`config.mk`:
```
export PLATFORM = sky130hd
export DESIGN_NAME = vram_write_arbiter_flat
export DESIGN_NICKNAME = d
export VERILOG_FILES = /design/src/rtl/vram_write_arbiter_if.sv /design/src/rtl/vram_write_arbiter.sv /design/src/flat_wrapper.sv
export SDC_FILE = /design/constraint.sdc
export NUM_CORES = 1
export LEC_CHECK = 0
export BUFFER_PORTS_ARGS = -buffer_cell sky130_fd_sc_hd__buf_2
export CORE_AREA = 2 2 76 132
export CTS_BUF_LIST = sky130_fd_sc_hd__clkbuf_8 sky130_fd_sc_hd__clkbuf_16
export DETAILED_ROUTE_END_ITERATION = 8
export DIE_AREA = 0 0 78 134
export MAX_ROUTING_LAYER = met4
export PLACE_DENSITY = 0.75
export SYNTH_ARGS = -nofsm -noshare
export SYNTH_HDL_FRONTEND = slang
export SYNTH_SLANG_ARGS = --single-unit
```
`constraint.sdc`:
```
create_clock -name clk -period 8.7 [get_ports clk]
set_input_delay 0.435 -clock clk [delete_from_list [all_inputs] [get_ports clk]]
set_output_delay 0.435 -clock clk [all_outputs]
set_load 0.03 [all_outputs]
```
`src/rtl/vram_write_arbiter_if.sv`:
```
// Framebuffer write-arbiter bus: splash burst port, game pixel port, status and RAM write port.
// The master drives the requester inputs; the slave is the arbiter.
interface vram_write_arbiter_if #(
  parameter int X_W     = 8,
  parameter int Y_W     = 7,
  parameter int ADDR_W  = 15,
  parameter int COLOR_W = 3
);
  logic               spl_req;
  logic [X_W-1:0]     spl_x;
  logic [Y_W-1:0]     spl_y;
  logic [COLOR_W-1:0] spl_color;
  logic               spl_last;
  logic               spl_gnt;
  logic               game_valid;
  logic [X_W-1:0]     game_x;
  logic [Y_W-1:0]     game_y;
  logic [COLOR_W-1:0] game_color;
  logic               game_ready;
  logic               busy;
  logic               oob_err;
  logic               vram_wren;
  logic [ADDR_W-1:0]  vram_addr;
  logic [COLOR_W-1:0] vram_data;

  modport master (
    output spl_req, spl_x, spl_y, spl_color, spl_last,
    output game_valid, game_x, game_y, game_color,
    input  spl_gnt, game_ready, busy, oob_err,
    input  vram_wren, vram_addr, vram_data
  );

  modport slave (
    input  spl_req, spl_x, spl_y, spl_color, spl_last,
    input  game_valid, game_x, game_y, game_color,
    output spl_gnt, game_ready, busy, oob_err,
    output vram_wren, vram_addr, vram_data
  );
endinterface

```
`src/rtl/vram_write_arbiter.sv`:
```
// Shares the framebuffer write port between atomic splash fill bursts (priority)
// and FIFO-buffered single-pixel game writes; emits registered wren/addr/data.
module vram_write_arbiter #(
  parameter int WIDTH      = 160,
  parameter int HEIGHT     = 120,
  parameter int X_W        = 8,
  parameter int Y_W        = 7,
  parameter int ADDR_W     = 15,
  parameter int COLOR_W    = 3,
  parameter int FIFO_DEPTH = 4
) (
  input logic            clk,
  input logic            rst,
  vram_write_arbiter_if.slave bus
);

  localparam int PW = $clog2(FIFO_DEPTH);
  localparam int CW = PW + 1;
  localparam int PIX_W = X_W + Y_W + COLOR_W;

  typedef enum logic [1:0] {IDLE, SPLASH, GAME} state_t;

  state_t            state_q, state_d;
  logic [PW-1:0]     wr_ptr_q, rd_ptr_q;
  logic [CW-1:0]     count_q, count_d;
  logic              wren_q;
  logic [ADDR_W-1:0] addr_q;
  logic [COLOR_W-1:0] data_q;
  logic              oob_q;
  logic [PIX_W-1:0]  mem_q [FIFO_DEPTH];

  logic               fifo_full, fifo_empty;
  logic               push, pop, gnt, consume, in_range;
  logic [PIX_W-1:0]   pix;
  logic [X_W-1:0]     px_x;
  logic [Y_W-1:0]     px_y;
  logic [COLOR_W-1:0] px_c;
  logic [ADDR_W-1:0]  lin_addr;

  assign fifo_full  = (count_q == CW'(FIFO_DEPTH));
  assign fifo_empty = (count_q == '0);

  // Readiness looks only at the registered count, never at a same-cycle pop.
  assign bus.game_ready = !rst && !fifo_full;
  assign push = bus.game_valid && !fifo_full;
  assign gnt  = (state_q == SPLASH) && bus.spl_req;
  assign pop  = (state_q == GAME) && !fifo_empty;
  assign consume = gnt || pop;

  assign pix = gnt ? {bus.spl_x, bus.spl_y, bus.spl_color} : mem_q[rd_ptr_q];
  assign {px_x, px_y, px_c} = pix;
  assign in_range = (32'(px_x) < 32'(WIDTH)) && (32'(px_y) < 32'(HEIGHT));
  assign lin_addr = ADDR_W'(px_y) * ADDR_W'(WIDTH) + ADDR_W'(px_x);

  always_comb begin
    count_d = count_q;
    unique case ({push, pop})
      2'b10:   count_d = count_q + CW'(1);
      2'b01:   count_d = count_q - CW'(1);
      default: count_d = count_q;
    endcase
  end

  always_comb begin
    state_d = state_q;
    unique case (state_q)
      IDLE: begin
        if (bus.spl_req)   state_d = SPLASH;
        else if (!fifo_empty) state_d = GAME;
      end
      SPLASH: begin
        if (!bus.spl_req)      state_d = IDLE;
        else if (bus.spl_last) state_d = (count_d != '0) ? GAME : IDLE;
      end
      GAME: begin
        if (bus.spl_req)          state_d = SPLASH;
        else if (count_d == '0)   state_d = IDLE;
      end
      default: state_d = IDLE;
    endcase
  end

  always_ff @(posedge clk or posedge rst) begin
    if (rst) begin
      state_q  <= IDLE;
      wr_ptr_q <= '0;
      rd_ptr_q <= '0;
      count_q  <= '0;
      wren_q   <= 1'b0;
      addr_q   <= '0;
      data_q   <= '0;
      oob_q    <= 1'b0;
    end else begin
      state_q <= state_d;
      count_q <= count_d;
      if (push) wr_ptr_q <= wr_ptr_q + PW'(1);
      if (pop)  rd_ptr_q <= rd_ptr_q + PW'(1);
      wren_q <= consume && in_range;
      if (consume && in_range) begin
        addr_q <= lin_addr;
        data_q <= px_c;
      end
      if (consume && !in_range) oob_q <= 1'b1;
    end
  end

  always_ff @(posedge clk) begin
    if (push) mem_q[wr_ptr_q] <= {bus.game_x, bus.game_y, bus.game_color};
  end

  assign bus.spl_gnt   = gnt;
  assign bus.busy      = (state_q != IDLE) || !fifo_empty;
  assign bus.oob_err   = oob_q;
  assign bus.vram_wren = wren_q;
  assign bus.vram_addr = addr_q;
  assign bus.vram_data = data_q;

endmodule

```
`src/flat_wrapper.sv`:
```
// flat-port wrapper written by rule: the top's interface ports become plain ports
module vram_write_arbiter_flat 
#(
  parameter int WIDTH      = 160,
  parameter int HEIGHT     = 120,
  parameter int X_W        = 8,
  parameter int Y_W        = 7,
  parameter int ADDR_W     = 15,
  parameter int COLOR_W    = 3,
  parameter int FIFO_DEPTH = 4
)
  (clk, rst, bus_spl_req, bus_spl_x, bus_spl_y, bus_spl_color, bus_spl_last, bus_game_valid, bus_game_x, bus_game_y, bus_game_color, bus_spl_gnt, bus_game_ready, bus_busy, bus_oob_err, bus_vram_wren, bus_vram_addr, bus_vram_data);
  vram_write_arbiter_if #(.X_W(X_W), .Y_W(Y_W), .ADDR_W(ADDR_W), .COLOR_W(COLOR_W)) bus_i ();
  input logic clk;
  input logic rst;
  input wire logic [$bits(bus_i.spl_req)-1:0] bus_spl_req;
  input wire logic [$bits(bus_i.spl_x)-1:0] bus_spl_x;
  input wire logic [$bits(bus_i.spl_y)-1:0] bus_spl_y;
  input wire logic [$bits(bus_i.spl_color)-1:0] bus_spl_color;
  input wire logic [$bits(bus_i.spl_last)-1:0] bus_spl_last;
  input wire logic [$bits(bus_i.game_valid)-1:0] bus_game_valid;
  input wire logic [$bits(bus_i.game_x)-1:0] bus_game_x;
  input wire logic [$bits(bus_i.game_y)-1:0] bus_game_y;
  input wire logic [$bits(bus_i.game_color)-1:0] bus_game_color;
  output wire logic [$bits(bus_i.spl_gnt)-1:0] bus_spl_gnt;
  output wire logic [$bits(bus_i.game_ready)-1:0] bus_game_ready;
  output wire logic [$bits(bus_i.busy)-1:0] bus_busy;
  output wire logic [$bits(bus_i.oob_err)-1:0] bus_oob_err;
  output wire logic [$bits(bus_i.vram_wren)-1:0] bus_vram_wren;
  output wire logic [$bits(bus_i.vram_addr)-1:0] bus_vram_addr;
  output wire logic [$bits(bus_i.vram_data)-1:0] bus_vram_data;
  assign bus_i.spl_req = bus_spl_req;
  assign bus_i.spl_x = bus_spl_x;
  assign bus_i.spl_y = bus_spl_y;
  assign bus_i.spl_color = bus_spl_color;
  assign bus_i.spl_last = bus_spl_last;
  assign bus_i.game_valid = bus_game_valid;
  assign bus_i.game_x = bus_game_x;
  assign bus_i.game_y = bus_game_y;
  assign bus_i.game_color = bus_game_color;
  assign bus_spl_gnt = bus_i.spl_gnt;
  assign bus_game_ready = bus_i.game_ready;
  assign bus_busy = bus_i.busy;
  assign bus_oob_err = bus_i.oob_err;
  assign bus_vram_wren = bus_i.vram_wren;
  assign bus_vram_addr = bus_i.vram_addr;
  assign bus_vram_data = bus_i.vram_data;
  vram_write_arbiter #(.WIDTH(WIDTH), .HEIGHT(HEIGHT), .X_W(X_W), .Y_W(Y_W), .ADDR_W(ADDR_W), .COLOR_W(COLOR_W), .FIFO_DEPTH(FIFO_DEPTH)) u_core (.clk(clk), .rst(rst), .bus(bus_i));
endmodule
```
**Word level (Yosys, flattened, before mapping)**

Memory sizes are Yosys's and may differ from the RTL's.
Cells that the tools add are included.

- Flip-flop bits (word level): 29
- Memory bits (writable): 72
- Bits of input ports: 41
- Output and inout bits: 23
- Word-level logic and storage cells: 56
- Memories: 1

- Add/sub/neg operators: 5
- Multipliers: 1
- $lt $le $gt $ge: 2
- Equality and inequality tests: 8
- Multiplexer cells: 12
- Reduce and logical (&&, ||, !) cells: 19

Memory list:

| memory | words | width | rd ports | clocked after memory_dff | wr ports | RTL line | RTL |
|---|---|---|---|---|---|---|---|
| u_core.mem_q | 4 | 18 | 1 | 0 | 1 | vram_write_arbiter.sv:30 | `logic [PIX_W-1:0] mem_q [FIFO_DEPTH];` |

Operators with widths:

| kind | count |
|---|---|
| $mux W18 | 1 |
| $add A15 B8 Y15 | 1 |
| $mux W2 | 7 |
| $mul A7 B3 Y10 const B | 1 |
| $ne A3 B3 Y1 const B | 3 |
| $lt A8 B8 Y1 const B | 1 |
| $logic_and A1 B1 Y1 | 7 |
| $lt A7 B7 Y1 const B | 1 |
| $logic_not A3 Y1 | 2 |
| $pmux W2 S3 | 1 |
| $pmux W3 S2 | 1 |
| $add A2 B1 Y2 const B | 2 |
| $eq A2 B1 Y1 const B | 2 |
| $eq A2 B2 Y1 const B | 2 |
| $logic_not A1 Y1 | 4 |
| $add A3 B1 Y3 const B | 1 |
| $eq A3 B3 Y1 const B | 1 |
| $reduce_and A3 Y1 | 1 |
| $reduce_bool A3 Y1 | 1 |
| $sub A3 B1 Y3 const B | 1 |
| $logic_not A2 Y1 | 1 |
| $logic_or A1 B1 Y1 | 2 |
| $mux W1 | 2 |
| $reduce_bool A2 Y1 | 1 |

**Logic depth before layout (Yosys ltp)**

- Depth in word-level cells: 10
- Gate-level depth with buffers: 15
- Depth with buffers taken out: 13

**Worst setup path before layout**

Ideal clock, no wire load.

- Path type: input port to flip-flop
- Start: in bus_spl_req
- End: reg u_core.addr_q[14] (netlist: u_core.bus.vram_addr[14])
- Data arrival time: 3.564 ns
- Required time: 8.579 ns
- Path slack: 5.015 ns
- Cell stages on the path: 14
- Cell sequence: nand3b_1 buf_1 clkbuf_1 mux2i_1 inv_1 ha_1 ha_1 fa_1 a21o_1 a21oi_1 o21bai_1 o211ai_1 o211ai_1 o22a_1

- Cells in the longest elaborated chain, start to end: 5
- Elaborated cells between the ends (all ways): 9
- Those cells by class: add/sub (1); mul (1); order compare (2); mux (1); reduce/logical (4)

Ends and longest elaborated chain:

| what | RTL line | RTL |
|---|---|---|
| start: declaration | flat_wrapper.sv:16 | `input wire logic [$bits(bus_i.spl_req)-1:0] bus_spl_req;` |
| $logic_and A1 B1 Y1 * | vram_write_arbiter.sv:46 | `assign gnt = (state_q == SPLASH) && bus.spl_req;` |
| parallel branches: the longest is 4 deep, another holds $add A15 B8 Y15 | - |  |
| end signal: assignment | vram_write_arbiter.sv:100 | `addr_q <= lin_addr;` |
| end: declaration | vram_write_arbiter.sv:27 | `logic [ADDR_W-1:0] addr_q;` |

Every way passes the cells marked *.
A chain may end at the register's enable or synchronous reset.

**Final worst setup path**

- Start: reg u_core.rd_ptr_q[1]
- End: reg u_core.addr_q[14] (netlist: u_core.bus.vram_addr[14])

- Cells in the longest elaborated chain, start to end: 5
- Elaborated cells between the ends (all ways): 8
- Those cells by class: add/sub (1); mul (1); order compare (2); mux (1); reduce/logical (2); memory (1)

Ends and longest elaborated chain:

| what | RTL line | RTL |
|---|---|---|
| start: declaration | vram_write_arbiter.sv:24 | `logic [PW-1:0] wr_ptr_q, rd_ptr_q;` |
| start signal: assignment | vram_write_arbiter.sv:97 | `if (pop) rd_ptr_q <= rd_ptr_q + PW'(1);` |
| $mem_v2 Z4 W18 * | - |  |
| $mux W18 * | vram_write_arbiter.sv:50 | `assign pix = gnt ? {bus.spl_x, bus.spl_y, bus.spl_color} : mem_q[rd_ptr_q];` |
| parallel branches: the longest is 3 deep, another holds $add A15 B8 Y15 | - |  |

Marks and branches as above.

==> impl_metrics.env <==
export IMPL_status="complete, no violations"
export IMPL_final_util_pct=56.66
export IMPL_grt_pass1_vias=2735
export IMPL_start_kind="flop"
export IMPL_cts_num_sinks=101
export IMPL_synth_cell_types=42
export IMPL_start_util_pct=48.87
export IMPL_p_seq_share_pct=33.7
export IMPL_synth_top_area_share_pct=47.02
export IMPL_rows=47
export IMPL_cp_cell_sequence="mux4_2 > mux2i_1 > inv_1 > ha_1 > ha_1 > fa_1 > a21o_1 > a21oi_1 > o21bai_1 > o211ai_1 > o211ai_1 > o22a_1"
export IMPL_hold_viol=0
export IMPL_clock_skew_ns=0.006437
export IMPL_place_congestion=0.7912
export IMPL_dieArea_sq_mm=0.01045
export IMPL_final_seq_area_sq_mm=0.002888
export IMPL_met1_usage_pct=18.95
export IMPL_power_leakage_nw=2.230
export IMPL_p_sw_share_pct=37.72
export IMPL_yosysSeqAreaShare_pct=62.80
export IMPL_ir_worst_vdd_v=0.0001892
export IMPL_cts_root_buffer="clkbuf_16"
export IMPL_top_usage_layer="met2"
export IMPL_drc=0
export IMPL_io_buffers=63
export IMPL_power_switching_uw=804.7
export IMPL_track_usage_pct=17.31
export IMPL_multi_input_area_sq_mm=0.001582
export IMPL_use_met3_pct=2.086
export IMPL_firstDrtPassIters=4
export IMPL_cts_setup_buffers=0
export IMPL_worstMarginPinSlew_ns=1.111
export IMPL_worst_hold_path_endpoint="u_core.mem_q[0][13]"
export IMPL_worst_slack_ns=4.932
export IMPL_n_fill_cell=795
export IMPL_cts_tree="yes"
export IMPL_vias=2599
export IMPL_num_antenna_cells=0
export IMPL_dp_hpwl_um=5868
export IMPL_final_cell_mix="edfxtp_1, buf_2, nand2_1, dfrtp_1, ha_1"
export IMPL_die_h_um=134
export IMPL_timing_fmax_mhz=265.4
export IMPL_ctsHoldBuffers=0
export IMPL_synth_cells=306
export IMPL_overflow=0
export IMPL_core_region_area_sq_mm=0.009409
export IMPL_dieWidth_um=78
export IMPL_setup_violations=0
export IMPL_yosys_warnings=0
export IMPL_drv_cap=0
export IMPL_min_from="bus_game_x[3]"
export IMPL_p_clk_share_pct=20.1
export IMPL_combPwrFrac_pct=46.2
export IMPL_cts_buffers=9
export IMPL_rsz0062_at_grt="false"
export IMPL_cts_htree_levels=3
export IMPL_drt_total_wl_um=8014
export IMPL_antenna_found_initial=0
export IMPL_holdPathStages=1
export IMPL_crit_fanout=19
export IMPL_reg2regPathDepth=12
export IMPL_dp_cells=483
export IMPL_antenna_left=0
export IMPL_drive_gt1_share_pct=29.18
export IMPL_rrSetupSlack_ns=4.93
export IMPL_r2r_start="u_core.rd_ptr_q[1]"
export IMPL_slowest_delay_ns=0.88
export IMPL_worstPathRequired_ns=8.93
export IMPL_period_share_pct=43.31
export IMPL_p_int_mw=1.329
export IMPL_netlist_top_cells_area="edfxtp_1, dfrtp_1, mux4_2"
export IMPL_crit_type="reg2reg"
export IMPL_syn2layout_area_growth_pct=15.95
export IMPL_nets=434
export IMPL_critPathArrivalTime_ns=4.00
export IMPL_cts_buffer_depth=2
export IMPL_post_synth_top_area_cell="edfxtp_1"
export IMPL_grt_max_degree=35
export IMPL_cp_slowest_cell="dfrtp_1"
export IMPL_grt_use_met2_pct=30.03
export IMPL_reg2reg_to="u_core.bus.vram_addr[14]"
export IMPL_pre_cts_ws_ns=4.910
export IMPL_finalSetupTns_ns=0
export IMPL_insertion_delay_ns=0.34
export IMPL_synth_area_sq_mm=0.004598
export IMPL_wl_per_cell_um=16.06
export IMPL_post_cts_resized=0
export IMPL_initialDrtViolationCount=84
export IMPL_grt_pass1_wl_um=13230
export IMPL_min_period_ns=3.768
export IMPL_syn_nets=368
export IMPL_final_common_cell="edfxtp_1"
export IMPL_syn_avg_cell_area_sq_um=15.03
export IMPL_synth_seq_cells=101
export IMPL_clkSlewWorstSetupHoldPaths_ns=0.07
export IMPL_fin_cells=499
export IMPL_maxSlewHeadroom_pct=25.85
export IMPL_min_path_type="in2reg"
export IMPL_endpoint_kind="flop"
export IMPL_vias_per_cell=5.208
export IMPL_io_pins=64
export IMPL_powerDensity_mw_per_mm2=400.2
export IMPL_slew_violations=0
[metrics by stage]
| stage | hold WS, ns | area, sq um | power (mW) |
|---|---|---|---|
| 6_report | 0.3053 | 5331 | 2.133 |
| 5_1_grt | 0.3022 | 5331 | 2.297 |
| 4_1_cts | 0.2972 | 5331 | 2.162 |
| 3_5_place_dp | 0.4639 | 5009 | 1.732 |
| 3_3_place_gp | 0.4578 | 5009 | 1.705 |
| 2_1_floorplan | 0.4907 | 4598 | 1.533 |
[worst max path at each step]
| stage | from | to | slack (ns) | cells past startpoint |
|---|---|---|---|---|
| floorplan | bus_spl_req | u_core.bus.vram_addr[14] | 5.02 | 14 |
| finish | u_core.rd_ptr_q[1] | u_core.bus.vram_addr[14] | 4.93 | 12 |
| detailed placement | u_core.rd_ptr_q[1] | u_core.bus.vram_addr[14] | 4.91 | 12 |
| CTS | u_core.rd_ptr_q[1] | u_core.bus.vram_addr[14] | 4.90 | 12 |
| global route | u_core.rd_ptr_q[1] | u_core.bus.vram_addr[13] | 4.67 | 12 |
| global placement | u_core.rd_ptr_q[1] | u_core.bus.vram_addr[13] | 5.03 | 12 |
[layer usage]
metal  vias up  routed length [um]
met1      1267                3168
met3        16                 199
li1       1266                   -
met5         -                   0
met2        50                4370
met4         0                 274
[worst max-delay path, delay by kind of cell, from the launching register on]
kind | cells | cell delay, ns
mux | 2 | 0.69
flops | 1 | 0.88
compound gates | 6 | 1.01
buf+inv | 1 | 0.12
fa+ha+maj | 3 | 0.93
[registers in the layout (all words and copies together) (netlist names)]
register	cells
u_core.bus.vram_addr	15
u_core.mem_q	72
u_core.bus.vram_wren	1
u_core.bus.oob_err	1
u_core.rd_ptr_q	2
u_core.wr_ptr_q	2
u_core.bus.vram_data	3
u_core.state_q	2
u_core.count_q	3
[synth_stat cells, drive strengths merged]
cell type  number
or3             1
a21oi           7
o22a            1
and3            1
nand2          44
mux2i          11
o21ai          21
and2            5
nand3           3
xnor2           8
nor3            1
dfrtp          29
inv            13
mux2            2
nor2b           1
a211oi          1
a21boi          2
o31ai           1
a21bo           1
buf             8
o211ai          3
xor2            9
fa              3
clkbuf          3
ha             18
nor2            7
nand3b          1
nor3b           2
edfxtp         72
o21bai          3
nand4           1
a21o            4
mux4           18
o21a            1
[cell families (layout without fill, tap and decap cells)]
| kind of cell | Yosys count | after routing | synth area share (%) |
|---|---|---|---|
| flip-flops | 101 | 101 | 62.80 |
| AND/OR/NAND/NOR | 67 | 67 | 6.313 |
| AO/OA/AOI/OAI | 45 | 45 | 6.694 |
| multiplexers | 31 | 31 | 11.95 |
| buffers and inverters | 24 | 95 | 2.803 |
| adder cells (fa/ha/maj) | 21 | 21 | 6.204 |
| XOR/XNOR | 17 | 17 | 3.238 |
[power groups by stage]
stage	Combinational, mW	Clock (mW)	Sequential (mW)
2_1_floorplan	0.747	0	0.786
3_3_place_gp	0.979	0	0.726
3_5_place_dp	0.998	0	0.734
4_1_cts	1.00	0.436	0.724
5_1_grt	1.11	0.455	0.735
6_report	0.985	0.428	0.720
[layout make-up]
| class | count | share of cell area, % |
|---|---|---|
| tap | 122 | 2.863 |
| clock buffer | 9 | 4.224 |
| sequential | 101 | 54.17 |
| multi-input combinational | 181 | 29.66 |
| inverter | 13 | 0.9153 |
| clock inverter | 7 | 1.831 |
| timing repair buffer | 66 | 6.337 |
No activity file was read; power rests on OpenSTA's default activity.
